### src/rtl/money_bank_pkg.sv
// Shared types and constants for the money_bank vending slice.
// FSM state enum, mode/coin encodings and the saturating money helper.
package money_bank_pkg;

    typedef enum logic [2:0] {
        ST_IDLE,
        ST_CREDIT,
        ST_VEND,
        ST_CHANGE,
        ST_COLLECT
    } state_t;

    typedef enum logic [1:0] {
        MODE_IDLE     = 2'b00,
        MODE_CUSTOMER = 2'b01,
        MODE_OWNER    = 2'b10,
        MODE_RESERVED = 2'b11
    } mode_t;

    typedef enum logic [1:0] {
        COIN_1   = 2'b00,
        COIN_2   = 2'b01,
        COIN_5   = 2'b10,
        COIN_BAD = 2'b11
    } coin_t;

    localparam logic [3:0] MONEY_MAX = 4'd15;

    function automatic logic [3:0] sat_add(input logic [3:0] a, input logic [3:0] b);
        logic [4:0] sum;
        sum = {1'b0, a} + {1'b0, b};
        return (sum > {1'b0, MONEY_MAX}) ? MONEY_MAX : sum[3:0];
    endfunction

endpackage

### src/rtl/money_bank_if.sv
// Customer/owner bus of money_bank: stimulus side drives through master,
// the bank itself attaches through slave.
interface money_bank_if;

    logic [1:0] mode;
    logic       coin_valid;
    logic [1:0] coin_value;
    logic       buy_req;
    logic [3:0] price;

    logic [3:0] machine_money;
    logic [3:0] credit;
    logic       vend;
    logic [3:0] change;
    logic       change_valid;
    logic       coin_reject;
    logic       busy;

    modport master (
        output mode, coin_valid, coin_value, buy_req, price,
        input  machine_money, credit, vend, change, change_valid, coin_reject, busy
    );

    modport slave (
        input  mode, coin_valid, coin_value, buy_req, price,
        output machine_money, credit, vend, change, change_valid, coin_reject, busy
    );

endinterface

### src/rtl/money_bank_coin_decoder.sv
// Combinational coin decoder: coin_value code to unit value plus invalid flag.
module coin_decoder
    import money_bank_pkg::*;
(
    input  logic [1:0] coin_value,
    output logic [3:0] units,
    output logic       invalid
);

    always_comb begin
        units   = '0;
        invalid = 1'b0;
        unique case (coin_t'(coin_value))
            COIN_1:   units = 4'd1;
            COIN_2:   units = 4'd2;
            COIN_5:   units = 4'd5;
            COIN_BAD: invalid = 1'b1;
            default:  invalid = 1'b1;
        endcase
    end

endmodule

### src/rtl/money_bank.sv
// Coin-operated bank: credit accumulation, vend/change and owner collection.
// MONEY_BANK_REFUND_EN: refund credit via a CHANGE cycle when mode leaves customer.
module money_bank
    import money_bank_pkg::*;
(
    input  logic         clk,
    input  logic         rst_n,
    money_bank_if.slave  bus
);

    state_t     state;
    logic [3:0] machine_money_q;
    logic [3:0] credit_q;
    logic [3:0] change_q;
    logic       vend_q;
    logic       change_valid_q;
    logic       coin_reject_q;
    logic       busy_q;

    logic [3:0] coin_units;
    logic       coin_invalid;
    logic       accepting;
    logic [4:0] credit_sum;
    logic       coin_accept;
    logic [3:0] credit_in;
    logic       buy_ok;

    coin_decoder u_coin_decoder (
        .coin_value (bus.coin_value),
        .units      (coin_units),
        .invalid    (coin_invalid)
    );

    assign accepting   = (state == ST_IDLE) || (state == ST_CREDIT);
    assign credit_sum  = {1'b0, credit_q} + {1'b0, coin_units};
    assign coin_accept = bus.coin_valid && (bus.mode == MODE_CUSTOMER) && accepting &&
                         !coin_invalid && (credit_sum <= {1'b0, MONEY_MAX});
    assign credit_in   = coin_accept ? credit_sum[3:0] : credit_q;
    // Purchase is judged on pre-coin credit; a same-cycle coin still lands in credit_in.
    assign buy_ok      = (state == ST_CREDIT) && bus.buy_req && (bus.price <= credit_q);

    always_ff @(posedge clk) begin
        if (!rst_n) begin
            state           <= ST_IDLE;
            machine_money_q <= '0;
            credit_q        <= '0;
            change_q        <= '0;
            vend_q          <= 1'b0;
            change_valid_q  <= 1'b0;
            coin_reject_q   <= 1'b0;
            busy_q          <= 1'b0;
        end else begin
            vend_q         <= 1'b0;
            change_valid_q <= 1'b0;
            change_q       <= '0;
            coin_reject_q  <= bus.coin_valid && !coin_accept;
            unique case (state)
                ST_IDLE: begin
                    if (coin_accept) begin
                        credit_q <= credit_in;
                        state    <= ST_CREDIT;
                    end else if (bus.mode == MODE_OWNER) begin
                        state  <= ST_COLLECT;
                        busy_q <= 1'b1;
                    end
                end
                ST_CREDIT: begin
                    if (buy_ok) begin
                        state           <= ST_VEND;
                        vend_q          <= 1'b1;
                        busy_q          <= 1'b1;
                        credit_q        <= credit_in - bus.price;
                        machine_money_q <= sat_add(machine_money_q, bus.price);
                    end
`ifdef MONEY_BANK_REFUND_EN
                    else if (bus.mode != MODE_CUSTOMER) begin
                        state          <= ST_CHANGE;
                        change_q       <= credit_q;
                        change_valid_q <= 1'b1;
                        credit_q       <= '0;
                        busy_q         <= 1'b1;
                    end
`endif
                    else begin
                        credit_q <= credit_in;
                    end
                end
                ST_VEND: begin
                    if (credit_q != '0) begin
                        state          <= ST_CHANGE;
                        change_q       <= credit_q;
                        change_valid_q <= 1'b1;
                        credit_q       <= '0;
                    end else begin
                        state  <= ST_IDLE;
                        busy_q <= 1'b0;
                    end
                end
                ST_CHANGE: begin
                    state  <= ST_IDLE;
                    busy_q <= 1'b0;
                end
                ST_COLLECT: begin
                    machine_money_q <= '0;
                    state           <= ST_IDLE;
                    busy_q          <= 1'b0;
                end
                default: begin
                    state  <= ST_IDLE;
                    busy_q <= 1'b0;
                end
            endcase
        end
    end

    assign bus.machine_money = machine_money_q;
    assign bus.credit        = credit_q;
    assign bus.change        = change_q;
    assign bus.vend          = vend_q;
    assign bus.change_valid  = change_valid_q;
    assign bus.coin_reject   = coin_reject_q;
    assign bus.busy          = busy_q;

endmodule

### src/flat_wrapper.sv
// flat-port wrapper written by rule: the top's interface ports become plain ports
module money_bank_flat import money_bank_pkg::*;
  (clk, rst_n, bus_mode, bus_coin_valid, bus_coin_value, bus_buy_req, bus_price, bus_machine_money, bus_credit, bus_vend, bus_change, bus_change_valid, bus_coin_reject, bus_busy);
  money_bank_if bus_i ();
  input  logic clk;
  input  logic rst_n;
  input wire logic [$bits(bus_i.mode)-1:0] bus_mode;
  input wire logic [$bits(bus_i.coin_valid)-1:0] bus_coin_valid;
  input wire logic [$bits(bus_i.coin_value)-1:0] bus_coin_value;
  input wire logic [$bits(bus_i.buy_req)-1:0] bus_buy_req;
  input wire logic [$bits(bus_i.price)-1:0] bus_price;
  output wire logic [$bits(bus_i.machine_money)-1:0] bus_machine_money;
  output wire logic [$bits(bus_i.credit)-1:0] bus_credit;
  output wire logic [$bits(bus_i.vend)-1:0] bus_vend;
  output wire logic [$bits(bus_i.change)-1:0] bus_change;
  output wire logic [$bits(bus_i.change_valid)-1:0] bus_change_valid;
  output wire logic [$bits(bus_i.coin_reject)-1:0] bus_coin_reject;
  output wire logic [$bits(bus_i.busy)-1:0] bus_busy;
  assign bus_i.mode = bus_mode;
  assign bus_i.coin_valid = bus_coin_valid;
  assign bus_i.coin_value = bus_coin_value;
  assign bus_i.buy_req = bus_buy_req;
  assign bus_i.price = bus_price;
  assign bus_machine_money = bus_i.machine_money;
  assign bus_credit = bus_i.credit;
  assign bus_vend = bus_i.vend;
  assign bus_change = bus_i.change;
  assign bus_change_valid = bus_i.change_valid;
  assign bus_coin_reject = bus_i.coin_reject;
  assign bus_busy = bus_i.busy;
  money_bank u_core (.clk(clk), .rst_n(rst_n), .bus(bus_i));
endmodule
### config.mk
export PLATFORM = sky130hd
export DESIGN_NAME = money_bank_flat
export DESIGN_NICKNAME = d
export VERILOG_FILES = /design/src/rtl/money_bank_pkg.sv /design/src/rtl/money_bank_if.sv /design/src/rtl/money_bank_coin_decoder.sv /design/src/rtl/money_bank.sv /design/src/flat_wrapper.sv
export SDC_FILE = /design/constraint.sdc
export NUM_CORES = 1
export LEC_CHECK = 0
export ABC_AREA = 1
export CAP_MARGIN = 40
export CORE_AREA = 2 2 48 50
export CTS_BUF_LIST = sky130_fd_sc_hd__clkbuf_2
export CTS_CLUSTER_DIAMETER = 150
export CTS_CLUSTER_SIZE = 28
export DETAILED_ROUTE_END_ITERATION = 10
export DIE_AREA = 0 0 50 52
export DONT_BUFFER_PORTS = 1
export GPL_TIMING_DRIVEN = 0
export HOLD_SLACK_MARGIN = 0.05
export PLACE_DENSITY_LB_ADDON = 0.2
export SLEW_MARGIN = 20
export SYNTH_ARGS = -nofsm -noshare
export SYNTH_HDL_FRONTEND = slang
export SYNTH_SLANG_ARGS = --single-unit
### constraint.sdc
create_clock -name clk -period 7.57 [get_ports clk]
set_clock_uncertainty 0.05 [all_clocks]
set_input_delay 1.1355 -clock clk [delete_from_list [all_inputs] [get_ports clk]]
set_output_delay 1.1355 -clock clk [all_outputs]
set_load 0.01 [all_outputs]
==> results of run 1 <==
==> Yosys cell counts <==
master / n
sky130_fd_sc_hd__dfxtp_1: 19
sky130_fd_sc_hd__ha_1: 14
sky130_fd_sc_hd__inv_2: 2
sky130_fd_sc_hd__nor2_4: 1
sky130_fd_sc_hd__a31oi_1: 2
sky130_fd_sc_hd__nand2_2: 4
sky130_fd_sc_hd__a21oi_2: 2
sky130_fd_sc_hd__nand3_1: 10
sky130_fd_sc_hd__xor2_1: 2
sky130_fd_sc_hd__a211oi_1: 1
sky130_fd_sc_hd__clkbuf_1: 1
sky130_fd_sc_hd__nand2_4: 1
sky130_fd_sc_hd__nand3b_1: 1
sky130_fd_sc_hd__or2_2: 1
sky130_fd_sc_hd__nor2_1: 17
sky130_fd_sc_hd__a21oi_1: 5
sky130_fd_sc_hd__fa_1: 3
sky130_fd_sc_hd__o21ai_0: 10
sky130_fd_sc_hd__nand2_1: 39
sky130_fd_sc_hd__o31ai_1: 2
sky130_fd_sc_hd__nor2_2: 2
sky130_fd_sc_hd__nor3_1: 2
sky130_fd_sc_hd__o21ai_4: 1
sky130_fd_sc_hd__o22ai_1: 1
sky130_fd_sc_hd__nor3_2: 1
sky130_fd_sc_hd__o21ai_2: 1
sky130_fd_sc_hd__inv_1: 33
sky130_fd_sc_hd__nand4_1: 4
sky130_fd_sc_hd__a21o_1: 2
sky130_fd_sc_hd__o21ai_1: 5
==> worst max path at each step <==
stage / slack [ns] / startpoint / cells after the start / endpoint
finish: 4.28 / bus_coin_value[0] / 20 / u_core.bus.credit[3]
CTS: 4.29 / bus_coin_value[0] / 20 / u_core.bus.credit[3]
detailed placement: 3.95 / bus_coin_value[0] / 20 / u_core.bus.credit[3]
floorplan: 4.21 / bus_coin_value[0] / 20 / u_core.bus.credit[3]
global placement: 4.03 / bus_coin_value[0] / 20 / u_core.bus.credit[3]
global route: 4.06 / bus_coin_value[0] / 20 / u_core.bus.credit[3]
==> per-layer routing <==
metal,wire [um],vias to the layer above,GRT usage,share of wire
met2,1350,35,0.436,0.48
met4,76,0,0.125,0.027
met3,113,8,0.0345,0.040
met1,1270,561,0.290,0.45
met5,0,-,0,0
li1,-,620,-,-
==> flip-flops by register name (all words and copies together), names as in the netlist <==
register and count:
u_core.bus.credit 4, u_core.bus.vend 1, u_core.bus.busy 1, u_core.bus.coin_reject 1, u_core.state 3, u_core.bus.machine_money 4
u_core.bus.change 4, u_core.bus.change_valid 1
==> power by group <==
part	leakage [nW]	switching, mW	internal, mW
registers	0.155	0.0221	0.116
clock network	0.0164	0.0335	0.0120
logic	0.533	0.119	0.0673
==> area by class of cell <==
| type | instances | area, um^2 | share of cell area |
|---|---|---|---|
| inverter | 35 | 131 | 0.0938 |
| sequential | 19 | 380 | 0.271 |
| buffer | 1 | 3.75 | 0.00268 |
| clock buffer | 3 | 15.0 | 0.0107 |
| multi-input combinational | 134 | 831 | 0.593 |
| clock inverter | 1 | 5.00 | 0.00357 |
| tap | 28 | 35.0 | 0.0250 |
==> kinds of logic after synthesis <==
family / synth area share
AND/OR/NAND/NOR: 0.282
buffers and inverters: 0.100
AO/OA/AOI/OAI: 0.148
flip-flops: 0.283
adder cells (fa/ha/maj): 0.175
XOR/XNOR: 0.0130
==> worst max-delay path, stage by stage <==
cell	delay [ns]
sky130_fd_sc_hd__inv_1	0.03
sky130_fd_sc_hd__nor2_1	0.13
sky130_fd_sc_hd__inv_1	0.08
sky130_fd_sc_hd__fa_1	0.42
sky130_fd_sc_hd__inv_1	0.07
sky130_fd_sc_hd__nand2_1	0.05
sky130_fd_sc_hd__nand2_1	0.05
sky130_fd_sc_hd__nand2_1	0.11
sky130_fd_sc_hd__nand2_4	0.17
sky130_fd_sc_hd__nand2_1	0.06
sky130_fd_sc_hd__o21ai_1	0.11
sky130_fd_sc_hd__ha_1	0.29
sky130_fd_sc_hd__a21oi_1	0.21
sky130_fd_sc_hd__nand2_1	0.07
sky130_fd_sc_hd__nand2_1	0.07
sky130_fd_sc_hd__nand2_1	0.05
sky130_fd_sc_hd__nor2_1	0.10
sky130_fd_sc_hd__nand2_1	0.06
sky130_fd_sc_hd__nand3_1	0.09
sky130_fd_sc_hd__a21oi_2	0.06
==> cell usage in the layout (no fill, tap or decap), types with 2 or more instances in the layout <==
master,synthesis,final
sky130_fd_sc_hd__nand2_1,39,39
sky130_fd_sc_hd__inv_1,33,33
sky130_fd_sc_hd__dfxtp_1,19,19
sky130_fd_sc_hd__nor2_1,17,17
sky130_fd_sc_hd__ha_1,14,14
sky130_fd_sc_hd__nand3_1,10,10
sky130_fd_sc_hd__o21ai_0,10,10
sky130_fd_sc_hd__o21ai_1,5,5
sky130_fd_sc_hd__a21oi_1,5,5
sky130_fd_sc_hd__nand2_2,4,4
sky130_fd_sc_hd__nand4_1,4,4
sky130_fd_sc_hd__fa_1,3,3
sky130_fd_sc_hd__clkbuf_2,0,3
sky130_fd_sc_hd__xor2_1,2,2
sky130_fd_sc_hd__nor2_2,2,2
sky130_fd_sc_hd__o31ai_1,2,2
sky130_fd_sc_hd__a21o_1,2,2
sky130_fd_sc_hd__a31oi_1,2,2
sky130_fd_sc_hd__nor3_1,2,2
sky130_fd_sc_hd__inv_2,2,2
sky130_fd_sc_hd__a21oi_2,2,2
==> results_tabular.tex, run 1 <==
\begin{tabular}{lr}
\hline
Metric & Value \\
\hline
\multicolumn{2}{l}{\textbf{Placement}} \\
Sum of net half-perimeters after detailed placement & 2280 um \\
Area of placed instances & 0.00138 mm\^{}2 \\
\# port buffers & 0 \\
Cell count after placement & 217 \\
Post-placement setup slack & 3.95 ns \\
Routability congestion estimate & 0.843 \\
\multicolumn{2}{l}{\textbf{Detailed routing}} \\
ANT nets after route & 0 \\
Number of iterations in the first detailed-routing pass & 4 \\
Via count & 1,224 \\
Detailed-route wire length per cell & 12.7 um \\
Vias per std cell & 5.54 \\
DRC Markers & 0 \\
Total wire length after detailed routing & 2810 um \\
Detailed Route Iter0 Violations & 24 \\
\multicolumn{2}{l}{\textbf{STA}} \\
Slew HR & 0.603 \\
Setup violations, final & 0 \\
Worst setup slack after layout & 4.28 ns \\
Transition time of the tightest slew-check pin & 0.590 ns \\
Setup repair after global routing missed its margin & no \\
Sum Neg Setup Slack & 0 ns \\
Final worst-path cycle share & 0.434 \\
Final Max Slew Viols & 0 \\
Tmin final & 3.29 ns \\
Achievable clock frequency & 304 MHz \\
Final number of hold-violating endpoints & 0 \\
Minimum hold slack & 0.455 ns \\
\multicolumn{2}{l}{\textbf{Clock tree}} \\
\# Post-CTS Setup Buffers & 0 \\
Maximum buffer depth of the clock tree & 2 \\
TritonCTS buffer count & 3 \\
Clock transition at the registers of the reported paths & 0.17 ns \\
CTS tree & done \\
Number of levels the H-tree was split into & 1 \\
Post\_cts resized & 0 \\
Number of clock sinks & 19 \\
Hold-fix buffer count after cts & 0 \\
Worst skew pair latency & 0.32 ns \\
Root Driver & sky130\_fd\_sc\_hd\_\_clkbuf\_2 \\
\multicolumn{2}{l}{\textbf{Worst setup path}} \\
Slack of the worst reg-to-reg path & 4.59 ns \\
Worst flop-to-flop path endpoint & u\_core.bus.credit[3] \\
Endpoint arrival time on the critical path & 3.44 ns \\
Biggest fanout along the worst timing path & 9 \\
Setup Crit Path Kind & in2reg \\
R2r worst-path depth & 19 \\
Crit start category & primary input \\
Worst EP required & 7.72 ns \\
Crit end category & flip-flop \\
R2R Path Start & u\_core.bus.credit[0] \\
\multicolumn{2}{l}{\textbf{Global routing}} \\
Global Route Usage Sum & 0.247 \\
Wire length of the first global-routing pass & 4930 um \\
Overall overflow remaining after global route & 0 \\
Number of antenna violations at the first check in global routing & 0 \\
Vias in the first global route & 1,196 \\
Largest net degree at the start of global routing & 12 \\
\multicolumn{2}{l}{\textbf{Run}} \\
Total of max-cap violations & 0 \\
\multicolumn{2}{l}{\textbf{Synth}} \\
Synthesized instance count & 189 \\
Per-instance average area after synthesis & 7.12 um\^{}2 \\
Number of warnings reported in the yosys synthesis log & 0 \\
Combined area of all synthesized cells & 0.00135 mm\^{}2 \\
Leading cell types by total area after synthesis & sky130\_fd\_sc\_hd\_\_dfxtp\_1 (28\%), sky130\_fd\_sc\_hd\_\_ha\_1 (13\%), sky130\_fd\_sc\_hd\_\_nand2\_1 (11\%) \\
Post-synthesis cell type count & 30 \\
Share of synthesized area occupied by flip-flops and latches & 0.283 \\
Flop and latch count out of synthesis & 19 \\
Post-synth top area share & 0.283 \\
Number of nets produced by synthesis & 218 \\
Largest area contributor in the synthesized netlist & sky130\_fd\_sc\_hd\_\_dfxtp\_1 \\
\multicolumn{2}{l}{\textbf{Floorplan}} \\
Initial cell density of the core & 0.639 \\
Width of the die & 50 um \\
Number of rows in the core area & 17 \\
Core Area & 0.00211 mm\^{}2 \\
Number of top-level design ports & 28 \\
Die outline area & 0.00260 mm\^{}2 \\
Die Span Y & 52 um \\
\multicolumn{2}{l}{\textbf{Final layout}} \\
Area growth from synthesis to layout & 4.09\% \\
Finished layout cell area & 0.00140 mm\^{}2 \\
Filler instances & 178 \\
Filler-free cell count of the finished design & 221 \\
Number of diodes & 0 \\
Fraction of final layout cells sized beyond drive strength 1 & 0.104 \\
Layout Utilization & 0.665 \\
Nets & 223 \\
\multicolumn{2}{l}{\textbf{Worst hold path}} \\
Worst hold start & u\_core.bus.busy \\
Hold Path Sink & u\_core.bus.busy \\
Worst hold path type & reg2reg \\
Hold-critical path depth & 2 \\
\multicolumn{2}{l}{\textbf{Run status}} \\
Run status & complete, no violations \\
\multicolumn{2}{l}{\textbf{Pwr}} \\
Power Dens Cells & 264 mW/mm\^{}2 \\
Final total power & 0.369 mW \\
Leakage dissipation & 0.704 nW \\
Worst vdd rail ir drop & 0.188 mV \\
\hline
\end{tabular}
No activity file was read; power rests on OpenSTA's default activity.
==> run 2, diff against run 1 <==
--- a/config.mk
+++ b/config.mk
@@ -7,12 +7,12 @@
 export LEC_CHECK = 0
 export ABC_AREA = 1
 export CAP_MARGIN = 40
-export CORE_AREA = 2 2 48 50
+export CORE_AREA = 2 2 49 51
 export CTS_BUF_LIST = sky130_fd_sc_hd__clkbuf_2
 export CTS_CLUSTER_DIAMETER = 150
 export CTS_CLUSTER_SIZE = 28
 export DETAILED_ROUTE_END_ITERATION = 10
-export DIE_AREA = 0 0 50 52
+export DIE_AREA = 0 0 51 53
 export DONT_BUFFER_PORTS = 1
 export GPL_TIMING_DRIVEN = 0
 export HOLD_SLACK_MARGIN = 0.05
==> constraint.sdc (replaced) <==
create_clock -name clk -period 3.4 [get_ports clk]
set_clock_uncertainty 0.05 [all_clocks]
set_input_delay 0.51 -clock clk [delete_from_list [all_inputs] [get_ports clk]]
set_output_delay 0.51 -clock clk [all_outputs]
set_load 0.01 [all_outputs]
==> run 2 against run 1 <==
Compared with the run above: critical path type is now reg2reg; worst setup slack got worse by 3.8 ns; core utilization fell by 1.3 points; first-iteration DRC count unchanged; largest cell class unchanged; power increased by 120%; sequential power grew 120%; via count fell by 0.33%; wire length grew 1.2%; die area is 4.0% higher; flip-flop and latch count is the same; final area is the same; final cell count is the same; sequential share of layout area stayed put.
==> results_tabular.tex, run 2 (synthesis results as in run 1) <==
\begin{tabular}{lr}
\hline
Metric & Value \\
\hline
\multicolumn{2}{l}{\textbf{Clock tree}} \\
Root Driver & sky130\_fd\_sc\_hd\_\_clkbuf\_2 \\
TritonCTS buffer count & 3 \\
Number of levels the H-tree was split into & 1 \\
\# Post-CTS Setup Buffers & 0 \\
Clock transition at the registers of the reported paths & 0.19 ns \\
Worst skew pair latency & 0.32 ns \\
Hold-fix buffer count after cts & 0 \\
Post\_cts resized & 0 \\
Number of clock sinks & 19 \\
Maximum buffer depth of the clock tree & 2 \\
CTS tree & done \\
\multicolumn{2}{l}{\textbf{Global routing}} \\
Vias in the first global route & 1,189 \\
Largest net degree at the start of global routing & 12 \\
Wire length of the first global-routing pass & 4950 um \\
Overall overflow remaining after global route & 0 \\
Number of antenna violations at the first check in global routing & 0 \\
Global Route Usage Sum & 0.242 \\
\multicolumn{2}{l}{\textbf{Worst setup path}} \\
Most numerous cell on the critical path & sky130\_fd\_sc\_hd\_\_nand2\_1 \\
Worst path bufs/invs & 2 \\
Setup Crit Path Kind & reg2reg \\
Slowest-stage cell, CP & sky130\_fd\_sc\_hd\_\_dfxtp\_1 \\
R2R Path Start & u\_core.bus.credit[0] \\
Delay of the slowest cell on the worst path & 0.52 ns \\
Category of cells accounting for the largest share of critical-path delay & adder cells \\
Worst EP required & 3.58 ns \\
Crit end category & flip-flop \\
CP Cell Sequence & ha\_1 > inv\_1 > fa\_1 > inv\_1 > nand2\_1 > nand2\_1 > nand2\_1 > nand2\_4 > nand2\_1 > o21ai\_1 > ha\_1 > a21oi\_1 > nand2\_1 > nand2\_1 > nand2\_1 > nor2\_1 > nand2\_1 > nand3\_1 > a21oi\_2 \\
Crit start category & flip-flop \\
Critical path launch point & u\_core.bus.credit[0] \\
Endpoint arrival time on the critical path & 3.14 ns \\
Biggest fanout along the worst timing path & 9 \\
\multicolumn{2}{l}{\textbf{STA}} \\
Slew HR & 0.584 \\
Tmin final & 2.96 ns \\
Achievable clock frequency & 337 MHz \\
Setup violations, final & 0 \\
Setup repair after global routing missed its margin & no \\
Final Max Slew Viols & 0 \\
Final number of hold-violating endpoints & 0 \\
Final worst-path cycle share & 0.872 \\
Sum Neg Setup Slack & 0 ns \\
Transition time of the tightest slew-check pin & 0.618 ns \\
\multicolumn{2}{l}{\textbf{Pwr}} \\
Leakage dissipation & 0.704 nW \\
Power Dens Cells & 588 mW/mm\^{}2 \\
Final total power & 0.823 mW \\
Worst vdd rail ir drop & 0.324 mV \\
\multicolumn{2}{l}{\textbf{Floorplan}} \\
Die Span Y & 53 um \\
Number of rows in the core area & 17 \\
Number of top-level design ports & 28 \\
Core Area & 0.00215 mm\^{}2 \\
Width of the die & 51 um \\
Die outline area & 0.00270 mm\^{}2 \\
Initial cell density of the core & 0.627 \\
\multicolumn{2}{l}{\textbf{Final layout}} \\
Most frequent cells in the layout & sky130\_fd\_sc\_hd\_\_nand2\_1 (39), sky130\_fd\_sc\_hd\_\_inv\_1 (33), sky130\_fd\_sc\_hd\_\_dfxtp\_1 (19) \\
Nets & 223 \\
Layout Utilization & 0.652 \\
Fraction of final layout cells sized beyond drive strength 1 & 0.104 \\
Area growth from synthesis to layout & 4.09\% \\
Most frequent standard cell in the layout excluding fill and tap cells & sky130\_fd\_sc\_hd\_\_nand2\_1 \\
Number of diodes & 0 \\
\multicolumn{2}{l}{\textbf{Run}} \\
Total of max-cap violations & 0 \\
\multicolumn{2}{l}{\textbf{Detailed routing}} \\
Vias per std cell & 5.52 \\
Total wire length after detailed routing & 2840 um \\
Via count & 1,220 \\
DRC Markers & 0 \\
Number of iterations in the first detailed-routing pass & 4 \\
ANT nets after route & 0 \\
Detailed-route wire length per cell & 12.9 um \\
Detailed Route Iter0 Violations & 24 \\
\multicolumn{2}{l}{\textbf{Worst hold path}} \\
Worst hold path type & in2reg \\
Worst hold start & bus\_coin\_valid \\
\multicolumn{2}{l}{\textbf{Run status}} \\
Run status & complete, no violations \\
\multicolumn{2}{l}{\textbf{Placement}} \\
Routability congestion estimate & 0.848 \\
Sum of net half-perimeters after detailed placement & 2300 um \\
\# port buffers & 0 \\
\hline
\end{tabular}
==> run 2: cell counts in the layout (fill, tap and decap cells not counted) <==
No cell type changed its count.
==> run 2: layer usage <==
metal / GRT usage / share of wire / vias up / wire, um
met4: 0.0676 / 0.011 / 0 / 31
met5: 0 / 0 / - / 0
met3: 0.0480 / 0.061 / 5 / 174
li1: - / - / 621 / -
met1: 0.293 / 0.44 / 560 / 1250
met2: 0.431 / 0.49 / 34 / 1390
==> run 2: final timing paths <==
check | endpoint | slack (ns) | depth (start not counted)
max | u_core.bus.credit[3] | 0.44 | 19
min reg2reg | u_core.bus.busy | 0.46 | 2
min | u_core.bus.coin_reject | 0.23 | 2
max reg2reg | u_core.bus.credit[3] | 0.44 | 19
==> run 2: final cells by class <==
type / instances / area (um^2)
plain buffers: 1 / 3.75
clock buffers: 3 / 15.0
clock inverters: 1 / 5.00
fillers: 204 / 747
inverters: 35 / 131
multi-input cells: 134 / 831
flip-flops and latches: 19 / 380
well taps: 28 / 35.0
==> run 2: power by group <==
group | internal, mW | total [mW] | switching [mW]
clock network | 0.0267 | 0.102 | 0.0751
logic | 0.150 | 0.415 | 0.265
registers | 0.258 | 0.307 | 0.0493
total | 0.434 | 0.823 | 0.389
==> run 2: worst register-to-register path: cells and delay by family, from the launching register on <==
kind	cells	cell delay, ns
compound gates	3	0.39
fa+ha+maj	3	0.91
buf+inv	2	0.12
flops	1	0.52
simple gates	11	0.90
==> run 2: metrics by stage <==
step / worst slack [ns] / instance area, um^2 / cells / hold slack (ns)
global placement: 0.498 / 1380 / 217 / 0.436
finish: 0.435 / 1400 / 221 / 0.229
CTS: 0.429 / 1400 / 221 / 0.230
global route: 0.145 / 1400 / 221 / 0.242
detailed placement: 0.387 / 1380 / 217 / 0.442
floorplan: 0.669 / 1350 / 189 / 0.419
